===== src/rtl/sipo_deserializer.sv =====
// -----------------------------------------------------------------------------
// sipo_deserializer
//
// Serial-in/parallel-out deserializer with its own bit counter, selectable bit
// order and a single-word output holding register with a valid/ready handshake.
// Every WIDTH accepted serial bits form one word. That word is presented on
// pdata/pdata_valid on the same edge that samples its last bit.
//
// Parameters
//   WIDTH      word length in bits (>= 2)
//   MSB_FIRST  1: first received bit ends in pdata[WIDTH-1]; 0: in pdata[0]
//   INIT       reset value of the shift register
//
// Ports
//   clk          clock, rising edge
//   rst          asynchronous active-high reset
//   si_en        serial bit enable (si sampled only when high)
//   si           serial data in
//   sync         frame restart: drops the partial frame, restarts the bit count
//   so           serial out, the oldest bit in the shift register (combinational)
//   pdata        last completed word (registered)
//   pdata_valid  pdata holds a word that has not been consumed
//   pdata_ready  consumer takes pdata on an edge where pdata_valid is high
//   overrun      sticky: a completed word was dropped because pdata was full
//   clr_ovr      synchronous clear of overrun (a new overrun wins)
// -----------------------------------------------------------------------------
module sipo_deserializer #(
  parameter int               WIDTH     = 8,
  parameter bit               MSB_FIRST = 1'b1,
  parameter logic [WIDTH-1:0] INIT      = {WIDTH{1'b1}}
) (
  input  logic             clk,
  input  logic             rst,
  input  logic             si_en,
  input  logic             si,
  input  logic             sync,
  output logic             so,
  output logic [WIDTH-1:0] pdata,
  output logic             pdata_valid,
  input  logic             pdata_ready,
  output logic             overrun,
  input  logic             clr_ovr
);

  // WIDTH=2 still needs a one-bit counter.
  localparam int            CW       = (WIDTH <= 2) ? 1 : $clog2(WIDTH);
  localparam logic [CW-1:0] CNT_LAST = CW'(WIDTH - 1);
  localparam logic [CW-1:0] CNT_ONE  = CW'(1);

  logic [WIDTH-1:0] q_reg, q_next;
  logic [CW-1:0]    cnt_reg, cnt_next;
  logic [WIDTH-1:0] pdata_reg, pdata_next;
  logic             pdata_valid_reg, pdata_valid_next;
  logic             overrun_reg, overrun_next;

  logic [WIDTH-1:0] shift_next;
  logic             word_done;
  logic             hold_free;

  // Shifted value of q with si entering at the end chosen by MSB_FIRST.
  genvar gi;
  generate
    for (gi = 0; gi < WIDTH; gi++) begin : g_shift
      if (MSB_FIRST) begin : g_msb
        if (gi == 0) begin : g_in
          assign shift_next[gi] = si;
        end else begin : g_mv
          assign shift_next[gi] = q_reg[gi-1];
        end
      end else begin : g_lsb
        if (gi == WIDTH - 1) begin : g_in
          assign shift_next[gi] = si;
        end else begin : g_mv
          assign shift_next[gi] = q_reg[gi+1];
        end
      end
    end
  endgenerate

  // Shift register and bit counter. A sync that carries a bit makes that bit
  // the first of the new frame, so the count restarts at one, not zero.
  always_comb begin
    q_next    = q_reg;
    cnt_next  = cnt_reg;
    word_done = 1'b0;
    if (si_en) begin
      q_next = shift_next;
    end
    if (sync) begin
      cnt_next = si_en ? CNT_ONE : '0;
    end else if (si_en) begin
      if (cnt_reg == CNT_LAST) begin
        cnt_next  = '0;
        word_done = 1'b1;
      end else begin
        cnt_next = cnt_reg + CNT_ONE;
      end
    end
  end

  // The holding register can take a new word if it is empty or is being
  // consumed on this same edge.
  assign hold_free = !pdata_valid_reg || pdata_ready;

  always_comb begin
    pdata_next       = pdata_reg;
    pdata_valid_next = pdata_valid_reg;
    overrun_next     = overrun_reg;
    if (word_done && hold_free) begin
      pdata_next       = q_next;
      pdata_valid_next = 1'b1;
    end else if (word_done) begin
      overrun_next = 1'b1;
    end else if (pdata_valid_reg && pdata_ready) begin
      pdata_valid_next = 1'b0;
    end
    // A new drop takes priority over the clear request.
    if (clr_ovr && !(word_done && !hold_free)) begin
      overrun_next = 1'b0;
    end
  end

  always_ff @(posedge clk or posedge rst) begin
    if (rst) begin
      q_reg           <= INIT;
      cnt_reg         <= '0;
      pdata_reg       <= '0;
      pdata_valid_reg <= 1'b0;
      overrun_reg     <= 1'b0;
    end else begin
      q_reg           <= q_next;
      cnt_reg         <= cnt_next;
      pdata_reg       <= pdata_next;
      pdata_valid_reg <= pdata_valid_next;
      overrun_reg     <= overrun_next;
    end
  end

  assign so          = MSB_FIRST ? q_reg[WIDTH-1] : q_reg[0];
  assign pdata       = pdata_reg;
  assign pdata_valid = pdata_valid_reg;
  assign overrun     = overrun_reg;

endmodule


===== config.mk =====
export PLATFORM = sky130hd
export DESIGN_NAME = sipo_deserializer
export DESIGN_NICKNAME = d
export VERILOG_FILES = /design/src/rtl/sipo_deserializer.sv
export SDC_FILE = /design/constraint.sdc
export NUM_CORES = 1
export LEC_CHECK = 0
export BUFFER_PORTS_ARGS = -buffer_cell sky130_fd_sc_hd__buf_2
export CELL_PAD_IN_SITES_DETAIL_PLACEMENT = 0
export CELL_PAD_IN_SITES_GLOBAL_PLACEMENT = 1
export CORE_UTILIZATION = 35
export DETAILED_ROUTE_END_ITERATION = 8
export PLACE_DENSITY = 0.66
export SYNTH_ARGS = -nofsm -noshare
export SYNTH_HDL_FRONTEND = slang
export SYNTH_SLANG_ARGS = --single-unit

===== constraint.sdc =====
create_clock -name clk -period 1.7 [get_ports clk]
set_input_delay 0.17 -clock clk [delete_from_list [all_inputs] [get_ports clk]]
set_output_delay 0.17 -clock clk [all_outputs]
set_load 0.005 [all_outputs]

# [Word-level counts from Yosys, hierarchy flattened]
# Index checks and enable logic that the tools add are counted.
[op_classes] mul=0 n_lt_le_gt_ge=0 n_shift=0 div=0 n_bitwise=0 eq_ne=3 reduce_logical=13 n_mux=14 add_sub_neg=1
[op_table] op="$mux W1" count=10
[op_table] op="$mux W3" count=3
[op_table] op="$mux W8" count=1
[op_table] op="$reduce_bool A2 Y1" count=3
[op_table] op="$logic_and A1 B1 Y1" count=4
[op_table] op="$ne A2 B1 Y1 const B" count=2
[op_table] op="$reduce_and A2 Y1" count=2
[op_table] op="$add A3 B1 Y3 const B" count=1
[op_table] op="$eq A3 B3 Y1 const B" count=1
[op_table] op="$logic_not A1 Y1" count=3
[op_table] op="$logic_or A1 B1 Y1" count=1
[totals] latchBits=0 in_bits=7 memories=0 rom_bits=0 ramBits=0 reg_bits=21 output_inout_bits=11

# [Logic depth before layout (Yosys ltp)]
[logic_depth] depth_word=9 depth_mapped=6 ltp_nobuf=5

# [Least setup slack after synthesis]
# No wires, ideal clock.
[synth_timing] path_type="flip-flop to flip-flop" start="register cnt_reg[0]" end="register pdata_reg[0] (netlist: pdata[0])" t_required_ns=1.575 arrival_time_ns=1.339 n_path_buf=1 stages_incl_launch_ff=7 setup_slack_ns=0.236 path_cell_list="dfrtp_1 > ha_1 > ha_1 > nand3b_1 > nor2b_1 > buf_6 > mux2_4"
[synth_between] elab_chain_len=5
[synth_lines] item="start: declaration" line="51" text="logic [CW-1:0] cnt_reg, cnt_next;"
[synth_lines] item="start signal: assignment" line="132" text="cnt_reg <= cnt_next;"
[synth_lines] item="$eq A3 B3 Y1" line="92" text="if (cnt_reg == CNT_LAST) begin"
[synth_lines] item="$mux W1" line="92"
[synth_lines] item="$mux W1" line="91" text="end else if (si_en) begin"
[synth_lines] item="$mux W1" line="89" text="if (sync) begin"
[synth_lines] item="$logic_and A1 B1 Y1" line="109" text="if (word_done && hold_free) begin"
[synth_lines] item="end signal: assignment" line="133" text="pdata_reg <= pdata_next;"
[synth_lines] item="end: declaration" line="52" text="logic [WIDTH-1:0] pdata_reg, pdata_next;"
# Every way passes these cells.
# A chain may end at the register's enable or synchronous reset.

# [Worst setup path after layout]
[layout_timing] start="register cnt_reg[1]" end="register pdata_reg[0] (netlist: pdata[0])"
# The elaborated chain is that of the path after synthesis.

==> impl_results.md <==
* Status: finished clean
* Crit end category: register
* TritonRoute pass-1 iters at 3
* Initial DRC count at 11
* Largest net degree at the start of global routing at 22
* VDD IR max at 0.577 mV
* Mapped cell area at 901 um2
* Synth async-reset ratio at 1.00
* Wirelength, routed at 1.41 mm
* Fmax achieved at 625 MHz
* Final hold viol count at 0
* Largest family of logic cells by synthesized area: multiplexers
* Starting Density at 0.367
* Proportion of layout cells with a drive suffix above 1 at 0.627
* Htree depth at 1
* Xor and xnor fraction of the mapped netlist area at 0
* Count of cell types in the netlist at 15
* Via count at 524
* Gate power share at 0.160
* Root buf cell: clkbuf_4
* Pint at 789 uW
* # rows at 18
* Final RePlAce weighted congestion at around 0.64
* Placeable Area at between 0.002 and 0.0025 mm2
* IO Pins at 18
* DRT met1 WL at 674 um
* Slew Limit Fails at 0
* Met2 WL at 626 um
* CP startpoint kind: register
* Worst-margin pin slew at 0.336 ns
* Dpl hpwl at 1.01 mm
* Hold slack final at between 0.04 and 0.05 ns
* Compound-cell area share of the yosys netlist at 0.0125
* Seq pwr share at 0.608
* Worst min path class: primary input to register
* Inserted Diodes at 0
* Chip width at between 50 and 60 um
* Syn nets at 66
* Clk_skew at 0.00814 ns
* EDFF count, synth at 0
* CP Class: register to register
* RSZ-0062 raised after global routing: no
* Post-synth top cells: mux2_4 (14), dfrtp_1 (13), dfstp_2 (8), nor2_1 (4), nand2_1 (3)
* Power Density at 955 mW/mm2
* Clock Latency Late Sink at 0.31 ns
* Post-layout min period at 1.60 ns
* Routed len/inst at 12.4 um
* Vias per cell at 4.64
* Ys flop type: dfrtp_1
* GRT Resource Usage Total at 0.126
* Max Cap Viol at 0
* Switching pwr at roughly 250 uW
* Vias in the first global route at roughly 520
* Post-route DRC at 0
* Switch share at 0.243
* Final Cycle Share at 0.941
* Total power at 1.04 mW
* Sequential fraction of the synthesis area at 0.594
* Clock Sinks at 21
* Mux share of post-synthesis cell area at 0.281
* Global-route wire length before repair at about 2.4 mm
* Post-synthesis simple-gate area fraction at 0.0514
* Final Setup Violations at 0
* Number of buffers created by CTS at 3
* Clock power share at 0.233
* WP data required at 1.90 ns
* Post-synth top area cell: dfrtp_1
* Post-route ant nets at 0
* Worst EP arrival at 1.80 ns
* Port bufs at 17
* Top cells by area, synth: dfrtp_1 (36%), dfstp_2 (23%), mux2_4 (23%)
* Ys Warns at 0
* Area Overhead vs Synth at 21.1%
* Top Layer Used: met4
* Routed met3 length at 74 um
* Longest Clk Path Bufs at 2
* Post-synthesis adder-cell area fraction at 0.0278
* CP Max Fanout at 8
* Leakage at approximately 0.58 nW
* Die height at about 53 um
* Most numerous cell in the Yosys netlist: mux2_4
* Layout Nets at 93
* Gr ovfl total at 0
* Share of the synthesized area in the top cell type at 0.361
* CTS tree: built
* Syn_area_per_cell at 15.8 um2
* Initial antenna violation count at 0
* Worst rel slew slack at 0.775
* Count of state elements after synthesis at 21
* Worst-path clk slew at 0.11 ns
* Die ar. at 0.00278 mm2
* Post-synthesis instance total at 57
==> timing repair <==
action | in CTS | in global routing
hold buffers | 1 | 0
buffers inserted | 0 | 0
endpoints found under the hold margin | 13 | 0
gates resized for setup | 2 | 0
endpoints found under the setup margin | 8 | 0
==> layout make-up <==
class	count	area [um2]
Fill cell	238	1360
Sequential cell	21	536
Tap cell	30	37.5
Clock inverter	1	5.00
Multi-Input combinational cell	32	343
Clock buffer	3	22.5
Timing Repair Buffer	24	140
Inverter	2	7.51
==> critical path: stages (launching register included) <==
cell,delay [ns]
dfrtp_1,0.37
ha_1,0.15
ha_1,0.16
nand3b_1,0.14
nor2b_4,0.33
mux2_4,0.34
==> power groups by stage <==
stage	Clock [mW]	Sequential, mW	Combinational, mW
after global placement	0	0.641	0.164
after global routing	0.277	0.640	0.186
after detailed placement	0	0.642	0.169
after floorplan	0	0.634	0.117
after CTS	0.255	0.634	0.171
final	0.242	0.633	0.166
==> placed cells by master, fill, tap and decap left out, drive strengths merged <==
cell | synthesis | routed
nand3b | 1 | 1
clkinv | 0 | 1
dfstp | 8 | 8
nand2b | 1 | 1
nor2b | 1 | 1
dfrtp | 13 | 13
ha | 2 | 2
buf | 2 | 23
mux2 | 16 | 16
mux2i | 2 | 2
clkbuf | 0 | 3
inv | 2 | 2
nand2 | 3 | 3
nor2 | 4 | 4
o21ai | 1 | 1
dlygate4sd3 | 0 | 1
o22ai | 1 | 1
==> stage by stage <==
| step | instance area [um2] | utilization | setup slack (ns) | std cells | setup TNS (ns) |
|---|---|---|---|---|---|
| after floorplan | 901 | - | 0.236 | 57 | 0 |
| after global placement | 1050 | 0.426 | -0.290 | 108 | -2.26 |
| after detailed placement | 1050 | 0.426 | -0.306 | 108 | -2.42 |
| after CTS | 1090 | 0.444 | 0.0901 | 113 | 0 |
| after global routing | 1090 | 0.444 | 0.00300 | 113 | 0 |
| final | 1090 | 0.444 | 0.101 | 113 | 0 |
==> path summary, 6_finish.rpt <==
| check | start | end | slack [ns] | cells after the start |
|---|---|---|---|---|
| hold reg to reg | pdata[5]$_DFFE_PP0P_ | pdata[5]$_DFFE_PP0P_ | 0.52 | 1 |
| setup / recovery | cnt_reg[1]$_DFFE_PP0P_ | pdata[0]$_DFFE_PP0P_ | 0.10 | 5 |
| min in group asynchronous | rst | pdata[3]$_DFFE_PP0P_ | 0.41 | 4 |
| max in group asynchronous | rst | q_reg[1]$_DFF_PP1_ | 1.01 | 4 |
| hold / removal | clr_ovr | overrun$_DFFE_PP0P_ | 0.04 | 2 |
| setup reg to reg | cnt_reg[1]$_DFFE_PP0P_ | pdata[0]$_DFFE_PP0P_ | 0.10 | 5 |
==> per-layer routing <==
metal | track usage | vias up
met5 | 0 | -
met4 | 0.0658 | 0
met3 | 0.0638 | 4
met2 | 0.186 | 14
met1 | 0.147 | 258
li1 | - | 248
==> logic make-up (layout without fill, tap and decap cells) <==
logic type | count (synthesis) | count (layout)
adder cells (fa/ha/maj) | 2 | 2
multiplexers | 18 | 18
flip-flops | 21 | 21
buffers and inverters | 4 | 30
AO/OA/AOI/OAI | 2 | 2
AND/OR/NAND/NOR | 10 | 10
No activity file was read; power rests on OpenSTA's default activity.
